## src/rtl/activation_package_serializer.sv

```systemverilog
// Activation-package serial transmitter: parallel package in over valid/ready,
// MSB-first bit stream out with sof/eof markers and a one-entry holding buffer.
module activation_package_serializer #(
  parameter int PKT_W      = 60,
  parameter int GAP_CYCLES = 0
) (
  input  logic             clk,
  input  logic             reset,
  input  logic             pkt_valid,
  output logic             pkt_ready,
  input  logic [PKT_W-1:0] pkt_data,
  output logic             serial_out,
  output logic             serial_valid,
  output logic             sof,
  output logic             eof,
  output logic             busy,
  output logic [1:0]       o_dbg_state
);

  localparam int CNT_W = (PKT_W > 1) ? $clog2(PKT_W) : 1;
  localparam logic [CNT_W-1:0] LAST_BIT = CNT_W'(PKT_W - 1);
  localparam logic [7:0] GAP_LOAD = 8'(GAP_CYCLES);

  localparam logic [1:0] ST_IDLE  = 2'd0;
  localparam logic [1:0] ST_SHIFT = 2'd1;
  localparam logic [1:0] ST_GAP   = 2'd2;

  logic [1:0]       r_state;
  logic [PKT_W-1:0] r_sh;
  logic [CNT_W-1:0] r_cnt;
  logic [7:0]       r_gap;
  logic [PKT_W-1:0] r_hold;
  logic             r_hold_valid;

  logic w_xfer;
  logic w_last;

  // Handshake: a package moves on a rising edge where pkt_valid && pkt_ready.
  // pkt_ready depends only on the holding-buffer flag, never on pkt_valid.
  assign pkt_ready = !r_hold_valid;
  assign w_xfer    = pkt_valid && pkt_ready;
  assign w_last    = (r_state == ST_SHIFT) && (r_cnt == LAST_BIT);

  assign serial_valid = (r_state == ST_SHIFT);
  assign serial_out   = serial_valid && r_sh[PKT_W-1];
  assign sof          = serial_valid && (r_cnt == '0);
  assign eof          = w_last;
  assign busy         = (r_state != ST_IDLE) || r_hold_valid;
  assign o_dbg_state  = r_state;

  always_ff @(posedge clk or posedge reset) begin
    if (reset) begin
      r_state      <= ST_IDLE;
      r_sh         <= '0;
      r_cnt        <= '0;
      r_gap        <= '0;
      r_hold       <= '0;
      r_hold_valid <= 1'b0;
    end else begin
      case (r_state)
        ST_IDLE: begin
          r_cnt <= '0;
          if (w_xfer) begin
            r_sh    <= pkt_data;
            r_state <= ST_SHIFT;
          end else if (r_hold_valid) begin
            r_sh         <= r_hold;
            r_hold_valid <= 1'b0;
            r_state      <= ST_SHIFT;
          end
        end

        ST_SHIFT: begin
          if (!w_last) begin
            r_sh  <= r_sh << 1;
            r_cnt <= r_cnt + 1'b1;
            if (w_xfer) begin
              r_hold       <= pkt_data;
              r_hold_valid <= 1'b1;
            end
          end else if (GAP_CYCLES == 0) begin
            // Back-to-back: buffered package first, then same-edge bypass.
            r_cnt <= '0;
            if (r_hold_valid) begin
              r_sh         <= r_hold;
              r_hold_valid <= 1'b0;
            end else if (w_xfer) begin
              r_sh <= pkt_data;
            end else begin
              r_sh    <= '0;
              r_state <= ST_IDLE;
            end
          end else begin
            r_cnt   <= '0;
            r_sh    <= '0;
            r_gap   <= GAP_LOAD;
            r_state <= ST_GAP;
            if (w_xfer) begin
              r_hold       <= pkt_data;
              r_hold_valid <= 1'b1;
            end
          end
        end

        ST_GAP: begin
          if (w_xfer) begin
            r_hold       <= pkt_data;
            r_hold_valid <= 1'b1;
          end
          if (r_gap <= 8'd1) begin
            r_cnt <= '0;
            if (r_hold_valid) begin
              r_sh         <= r_hold;
              r_hold_valid <= 1'b0;
              r_state      <= ST_SHIFT;
            end else begin
              r_state <= ST_IDLE;
            end
          end else begin
            r_gap <= r_gap - 8'd1;
          end
        end

        default: begin
          r_state <= ST_IDLE;
          r_cnt   <= '0;
        end
      endcase
    end
  end

endmodule

```

## config.mk

```make
export PLATFORM = sky130hd
export DESIGN_NAME = activation_package_serializer
export DESIGN_NICKNAME = d
export VERILOG_FILES = /design/src/rtl/activation_package_serializer.sv
export SDC_FILE = /design/constraint.sdc
export NUM_CORES = 1
export LEC_CHECK = 0
export CAP_MARGIN = 20
export CORE_UTILIZATION = 40
export DETAILED_ROUTE_END_ITERATION = 16
export GPL_ROUTABILITY_DRIVEN = 0
export PLACE_DENSITY_LB_ADDON = 0.05
export SLEW_MARGIN = 20
export SYNTH_ARGS = -nofsm -noshare
export SYNTH_HDL_FRONTEND = slang
export SYNTH_SLANG_ARGS = --single-unit
```

## constraint.sdc

```tcl
create_clock -name clk -period 4.4 [get_ports clk]
set_input_delay 0.44 -clock clk [delete_from_list [all_inputs] [get_ports clk]]
set_output_delay 0.44 -clock clk [all_outputs]
set_load 0.01 [all_outputs]
```

# After elaboration in Yosys (flattened, before gate mapping)
# Index checks and enable logic that the tools add are counted.
[op_classes]
bitwise_logic = 1
reduce_logical = 16
eq_ne = 10
n_addsub = 2
mux = 27
order_cmp = 1
[ops]
columns = ["operator", "count"]
rows = [
  ["60-bit 2-to-1 mux", 8],
  ["60-bit case mux with 3 select lines", 1],
  ["60-bit case mux with 2 select lines", 1],
  ["2-bit 2-to-1 mux", 6],
  ["6-bit 2-to-1 mux", 2],
  ["6-bit case mux with 2 select lines", 1],
  ["2-bit != test (second input constant)", 5],
  ["8-bit by 1-bit <= comparator with 1-bit output (second input constant)", 1],
  ["2-bit AND reduction", 4],
  ["8-bit by 1-bit subtractor with 8-bit output (second input constant)", 1],
  ["6-bit by 1-bit adder with 6-bit output (second input constant)", 1],
  ["6-bit equality test (second input constant)", 1],
  ["6-bit logical NOT", 1],
  ["1-bit 2-to-1 mux", 6],
  ["2-bit case mux with 3 select lines", 1],
  ["5-bit AND reduction", 1],
  ["1-bit logical AND", 4],
  ["2-bit nonzero test", 2],
  ["3-bit != test (second input constant)", 1],
  ["1-bit case mux with 3 select lines", 1],
  ["3-bit nonzero test", 1],
  ["2-bit by 1-bit equality test with 1-bit output (second input constant)", 1],
  ["2-bit equality test (second input constant)", 1],
  ["2-bit logical NOT", 1],
  ["other kinds (4)", 4],
]
[totals]
ff_bits = 137
in_bits = 63
elab_cells = 63
out_inout_bits = 8

# Logic depth before layout (Yosys ltp)
[logic_depth]
word_depth = 6
depth_mapped = 7
mapped_depth_nobuf = 4

# Worst setup path before layout
# No wires, ideal clock.
[synth_path]
path_kind = "register -> register"
start = "reg r_cnt[0]"
end = "reg r_sh[30]"
setup_ns = 0.126
n_path_buf = 2
path_slack_ns = 2.728
path_stages_with_launch = 7
required_time_ns = 4.274
synth_period_minus_slack_ns = 1.672
arrival_time_ns = 1.546
cell_sequence = "dfrtp_1 ha_1 nand4_2 o21a_1 buf_4 buf_2 a221o_1"
[synth_via]
elab_chain_cells = 4
[synth_lines]
columns = ["element", "line_no", "rtl"]
rows = [
  ["start, declared", "30", "logic [CNT_W-1:0] r_cnt;"],
  ["start signal, assigned", "76", "r_cnt <= r_cnt + 1'b1;"],
  ["6-bit equality test", "42", "assign w_last = (r_state == ST_SHIFT) && (r_cnt == LAST_BIT);"],
  ["1-bit logical AND", "42", ""],
  ["60-bit 2-to-1 mux", "74", "if (!w_last) begin"],
  ["60-bit case mux with 3 select lines", "60", "case (r_state)"],
  ["end signal, assigned", "64", "r_sh <= pkt_data;"],
  ["end signal, assigned", "67", "r_sh <= r_hold;"],
  ["end signal, assigned", "75", "r_sh <= r_sh << 1;"],
  ["end, declared", "29", "logic [PKT_W-1:0] r_sh;"],
]
# No other way between the ends.
# A chain may end at the register's enable or synchronous reset.

# Worst setup path in the final report
[layout_path]
start = "reg r_state[0], in the netlist o_dbg_state[0]"
end = "out serial_out"
[layout_via]
elab_chain_cells = 2
[layout_lines]
columns = ["element", "line_no", "rtl"]
rows = [
  ["start, declared", "28", "logic [1:0] r_state;"],
  ["start signal, assigned", "53", "r_state <= ST_IDLE;"],
  ["start signal, assigned", "65", "r_state <= ST_SHIFT;"],
  ["start signal, assigned", "69", "r_state <= ST_SHIFT;"],
  ["2-bit by 1-bit equality test with 1-bit output", "44", "assign serial_valid = (r_state == ST_SHIFT);"],
  ["1-bit logical AND", "45", "assign serial_out = serial_valid && r_sh[PKT_W-1];"],
  ["end, declared", "12", "output logic serial_out,"],
]
# No other way between the ends.

==> results.yml <==
cells_and_area:
  final_net_count: 686
  flow.area_growth_from_synthesis_pct: 18.68
  final_cell_area_sq_um: 8253
  antenna_cells: 0
  drive_above_1_share: 0.1577
clocking:
  clk_pin_slew_worst_paths_ns: 0.05
  tritoncts_num_sinks: 128
  root_buffer: "sky130_fd_sc_hd__clkbuf_16"
  cts_tree: "done"
  cts-buffers-inserted: 17
  worst_skew_pair.late_latency_ns: 0.41
  cts_htree_levels: 4
  cts_resized: 0
  hold_buffers: 0
  buffer_depth_of_the_longest_clock_path: 2
  cts_setup_buffers: 0
synthesis:
  synth_seq_cells: 128
  dominant_combinational_cell_family_by_area_after_synthesis: "compound AO/OA/AOI/OAI gates"
  synthCells: 584
  synth_async_sr_flop_share: 1.000
  synth_compound_gate_area_share: 0.2292
  synth_fa_ha_area_frac: 0.003598
  synth_top_flop_cell: "sky130_fd_sc_hd__dfrtp_1"
  ys_warn_count: 0
  syn_area_sq_um: 6954
  number_of_flops_mapped_to_enable_cells_by_yosys: 0
  synth_area_per_cell_sq_um: 11.91
  synth_simple_gate_area_frac: 0.07017
  synth_cell_type_count: 34
  synth_nets: 649
  yosys-mux-area-fraction: 0.1821
  seq_area_frac_synth: 0.4606
  synthXorXnorAreaFrac: 0.003778
critical_path:
  worst_ep_arrival_time_ns: 2.46
  critical_path.max_fanout: 46
  start_kind: "flop"
  worstPathRequired_ns: 3.96
  crit_path_end_kind: "output port"
  worstSetupPathType: "reg -> out"
global_routing:
  first_global_vias: 5357
  grt_use_total: 0.2071
  grt_max_degree: 84
  grt_first_pass_wirelength_um: 29120
  grt_antenna_before_repair: 0
  grt_overflow: 0
floorplan:
  die_area_sq_um: 17920
  ios: 71
  fp.dieW_um: 133.9
  floorplan.initialDensity: 0.4149
  core_area_sq_um: 16760
  rows: 47
  dieHeight_um: 133.9
timing:
  final_min_period_over_clock_period: 0.6597
  tightestPinTransition_ns: 1.080
  final_hold_viols: 0
  whs_ns: 0.4890
  timing.clock.skew_ns: 0.01027
  timing.final.setup_violations: 0
  timing.fmax_ghz: 0.3445
  final.setup.tns_ns: 0
  grt_setup_unrepaired: "no"
  timing.slew.headroom: 0.2798
  maxSlewViolCount: 0
  timing.final.crit_period_ns: 2.902
placed_design:
  port-buffer-count: 69
  placed_area_sq_um: 7712
  dp_hpwl_um: 9386
run_status:
  run_status: "finished, final reports clean"
route:
  avgViaCountPerCell: 5.986
  antenna_violating_nets_left: 0
  routed_wl_um: 17320
  drcViolationCount: 0
  first_pass_iters: 4
  route.vias.total: 5112
  wire_per_inst_um: 20.29
  detailedRoute.firstIterationViolations: 334
flow_run:
  drv.max_cap_violation_count: 0
power:
  report.power.total_w: 0.002826
  maximum_vdd_ir_drop_uv: 255.8
  powerDensity_nw_per_um2: 342.4
  p_leak_nw: 3.546
worst_hold_path:
  hp-class: "reg -> reg"
## logic make-up (layout without fill, tap and decap cells)
| group | Yosys count | count (layout) |
|---|---|---|
| compound gates | 183 | 183 |
| flops | 128 | 128 |
| mux | 119 | 119 |
| simple gates | 82 | 82 |
| buf+inv | 66 | 116 |
| xor+xnor | 3 | 3 |
| fa+ha+maj | 2 | 2 |
| other cells | 1 | 1 |
## registers in the layout, summed over array words and instances, names as in the netlist
signal,flops
o_dbg_state,1
r_hold_valid,1
r_cnt,6
r_hold,60
r_sh,60
## final timing paths
kind                                 from         end  slack, ns  cells past startpoint
min in group asynchronous           reset     r_sh[9]       0.54                      2
hold reg to reg                  r_cnt[0]    r_cnt[0]       0.49                      1
hold / removal                   r_cnt[0]    r_cnt[0]       0.49                      1
setup / recovery           o_dbg_state[0]  serial_out       1.50                      3
setup reg to reg             r_hold_valid  r_hold[56]       1.85                      4
max in group asynchronous           reset  r_hold[40]       3.02                      3
## placed cells by master (no fill, tap or decap), types with 4 or more instances in the layout
cell                              Yosys  routed
sky130_fd_sc_hd__a211oi_1            59      59
sky130_fd_sc_hd__a221o_1             59      59
sky130_fd_sc_hd__a22o_1              59      59
sky130_fd_sc_hd__buf_4                3      11
sky130_fd_sc_hd__clkbuf_1            33       5
sky130_fd_sc_hd__clkbuf_16            0      17
sky130_fd_sc_hd__clkbuf_8             0       5
sky130_fd_sc_hd__clkdlybuf4s50_1      0      68
sky130_fd_sc_hd__clkinv_2             0       4
sky130_fd_sc_hd__dfrtp_1            128     126
sky130_fd_sc_hd__mux2_1               9       9
sky130_fd_sc_hd__mux2_2              51      51
sky130_fd_sc_hd__mux2i_1             59      59
sky130_fd_sc_hd__nor2_1               9       8
sky130_fd_sc_hd__nor2b_1             60      59
## synthesized netlist by cell type (2+ instances only)
master                     count  area [sq um]
sky130_fd_sc_hd__a211oi_1     59         442.9
sky130_fd_sc_hd__a221o_1      59         590.6
sky130_fd_sc_hd__a22o_1       59         516.8
sky130_fd_sc_hd__and2_1        2         12.51
sky130_fd_sc_hd__buf_2        17         85.08
sky130_fd_sc_hd__buf_4         3         22.52
sky130_fd_sc_hd__buf_6         9         101.4
sky130_fd_sc_hd__clkbuf_1     33         123.9
sky130_fd_sc_hd__dfrtp_1     128          3203
sky130_fd_sc_hd__ha_1          2         25.02
sky130_fd_sc_hd__inv_1         3         11.26
sky130_fd_sc_hd__mux2_1        9         101.4
sky130_fd_sc_hd__mux2_2       51         574.3
sky130_fd_sc_hd__mux2i_1      59         590.6
sky130_fd_sc_hd__nand2_1       2         7.510
sky130_fd_sc_hd__nand2b_1      2         12.51
sky130_fd_sc_hd__nand3_1       2         10.01
sky130_fd_sc_hd__nor2_1        9         33.78
sky130_fd_sc_hd__nor2b_1      60         375.4
sky130_fd_sc_hd__xor2_1        2         17.52
## where the power goes
part | internal (W) | leakage [nW] | switching (W)
clock network | 0.000792 | 0.267 | 0.000508
registers | 0.00123 | 1.66 | 0.0000356
logic | 0.000154 | 1.62 | 0.000109
total | 0.00217 | 3.55 | 0.000653
## cell type report
| class | count | area (sq um) |
|---|---|---|
| Fill cell | 1458 | 8507 |
| Multi-Input combinational cell | 390 | 3428 |
| Sequential cell | 128 | 3208 |
| Timing Repair Buffer | 80 | 783.3 |
| Clock buffer | 27 | 513.0 |
| Tap cell | 220 | 275.3 |
| Clock inverter | 5 | 27.53 |
| Inverter | 4 | 17.52 |
## routing by layer
metal | vias up | GRT usage | routed length, um | part of all wire
met4 | 0 | 0.04798 | 69 | 0.0040
met2 | 111 | 0.3241 | 8247 | 0.48
li1 | 2346 | - | - | -
met1 | 2651 | 0.2888 | 8235 | 0.48
met3 | 4 | 0.05064 | 771 | 0.045
met5 | - | 0 | 0 | 0
## worst max-delay path, stage by stage, from the launching register on
cell,delay (ns)
sky130_fd_sc_hd__dfrtp_2,0.68
sky130_fd_sc_hd__buf_4,0.58
sky130_fd_sc_hd__and2_1,0.22
sky130_fd_sc_hd__clkdlybuf4s50_1,0.54
## through the flow
step                setup WS [ns]  instances    util
floorplan                  0.5474        584       -
global placement            1.880        822  0.4602
detailed placement          1.860        822  0.4602
CTS                         1.482        854  0.4924
global route                1.381        854  0.4924
finish                      1.498        854  0.4924
Note: power is estimated with default switching activity, not from simulation.
==> RTL edit (config.mk and constraints unchanged) <==
`GAP_CYCLES`: 0 -> 1.
--- a/src/rtl/activation_package_serializer.sv
+++ b/src/rtl/activation_package_serializer.sv
@@ -4,3 +4,3 @@
   parameter int PKT_W      = 60,
-  parameter int GAP_CYCLES = 0
+  parameter int GAP_CYCLES = 1
 ) (
Formal check against the unedited RTL: same outputs for any inputs over 10 cycles, from zero or initial values and one cycle with reset high; that may be too few to reach the edited logic, so the function may still have changed.
==> RTL edit against the original RTL <==
  * The flow now finishes with violations (DRC)
  * Final area shrank 8.8%
  * Routed wire length fell by 19%
  * First-iteration DRC count is 67% higher
  * Fmax up 4.0%
  * Largest cell class is now registers
  * Synthesized area down 12%
  * Sequential cell count increased by 9
  * Worst setup slack improved by 0.11 ns
  * Highest routed layer unchanged
  * Utilization grew 2.0 points
  * Synthesized cell count is 20% lower
  * Sequential share of layout area up 6.7 points
  * Critical path type unchanged
Power is not compared: it rests on default switching activity, and its combinational part moved more than twofold at a synthesized area within 25%.
==> RTL edit: results (changes against the original RTL) <==
SETUP PATH
-----------------------------------------------------------------------------------------------------
Cell at the slowest stage of the critical path ......................................... sky130_fd_sc_hd__or4b_2
Reg2reg start .......................................................................... o_dbg_state[0]
Delay contributed by the slowest stage of the critical path ............................      0.58 ns   -0.10 ns
Worst setup path end ...................................................................          sof
Largest driver fanout on the critical path .............................................            5   -89%

FINISH
-----------------------------------------------------------------------------------------------------
Filler instances .......................................................................         1286   -12%
Multi-Input Combinational ..............................................................          275   -29%
Count of non-CTS inverters in the layout ...............................................           11   +7
Count of clock-net buffers in the final layout .........................................           20   -26%
Number of flip-flops and latches .......................................................          137   +7.0%
Multi-input logic portion of the cell area .............................................        32.7%   -8.9 points

LOGIC SYNTHESIS
-----------------------------------------------------------------------------------------------------
Sequential share of the synthesized area ...............................................        56.2%   +10 points
Proportion of synthesized area in mux cells ............................................        12.1%   -6.1 points
Parity-gate share of the synthesized area counting xor and xnor cells ..................           0%   -0.38 points
Syn avg cell area ......................................................................     13.0 µm²   +9.5%
Synth Area in Compound Gates ...........................................................        21.7%   -1.2 points
Post-synthesis share of cell area spent on full adders, half adders and majority gates .        1.64%   +1.3 points
Share of Yosys cell area claimed by the top area cell type .............................        56.2%   +10 points

ROUTE
-----------------------------------------------------------------------------------------------------
Number of remaining DRC errors .........................................................            4   +4
Routed wire length on met3 .............................................................       738 µm   -4.3%
Routed wire per std cell ...............................................................      19.5 µm   -3.8%
Met1 WL ................................................................................      6500 µm   -21%
Total length of routed met2 wires ......................................................      6600 µm   -20%

PLACE
-----------------------------------------------------------------------------------------------------
Post-detailed-placement cell area ......................................................     6930 µm²   -10%
Post-placement setup slack .............................................................      1.58 ns   -0.278 ns
Number of input and output port buffers inserted .......................................           70   +1.4%

OUTCOME
-----------------------------------------------------------------------------------------------------
Status ................................................................................. finished, violations left
Violated checks ........................................................................          DRC

GLOBAL ROUTE
-----------------------------------------------------------------------------------------------------
Wire length of the first global-routing pass ...........................................     23900 µm   -18%
Routing usage on met1 ..................................................................        25.7%   -3.2 points
Met2 track demand over resource ........................................................        30.3%   -2.2 points
Met3 track utilization from global routing .............................................        5.43%   +0.37 points
Total global routing track utilization .................................................        19.3%   -1.4 points

WORST HOLD PATH
-----------------------------------------------------------------------------------------------------
WHS Endpoint ...........................................................................     r_sh[46]
Launch instance of the worst min-delay path ............................................     r_sh[46]

RTL edit: changes by cell type after synthesis, moves of 10 or more:
cell | unedited run | this run
sky130_fd_sc_hd__o2bb2ai_1 | 0 | 60
sky130_fd_sc_hd__mux2i_1 | 59 | 5
sky130_fd_sc_hd__a22o_1 | 59 | 2
sky130_fd_sc_hd__a211oi_1 | 59 | 0
sky130_fd_sc_hd__nor2b_1 | 60 | 2
sky130_fd_sc_hd__a222oi_1 | 0 | 58
sky130_fd_sc_hd__mux2_2 | 51 | 61
sky130_fd_sc_hd__a221o_1 | 59 | 1
RTL edit: power groups by stage:
stage	Sequential (mW)	Clock [mW]	Combinational [mW]
after floorplan	2.04	0	1.75
after global placement	2.12	0	2.16
after detailed placement	2.13	0	2.24
after CTS	2.11	1.46	2.25
after global routing	2.19	1.53	2.43
final	2.12	1.43	2.21
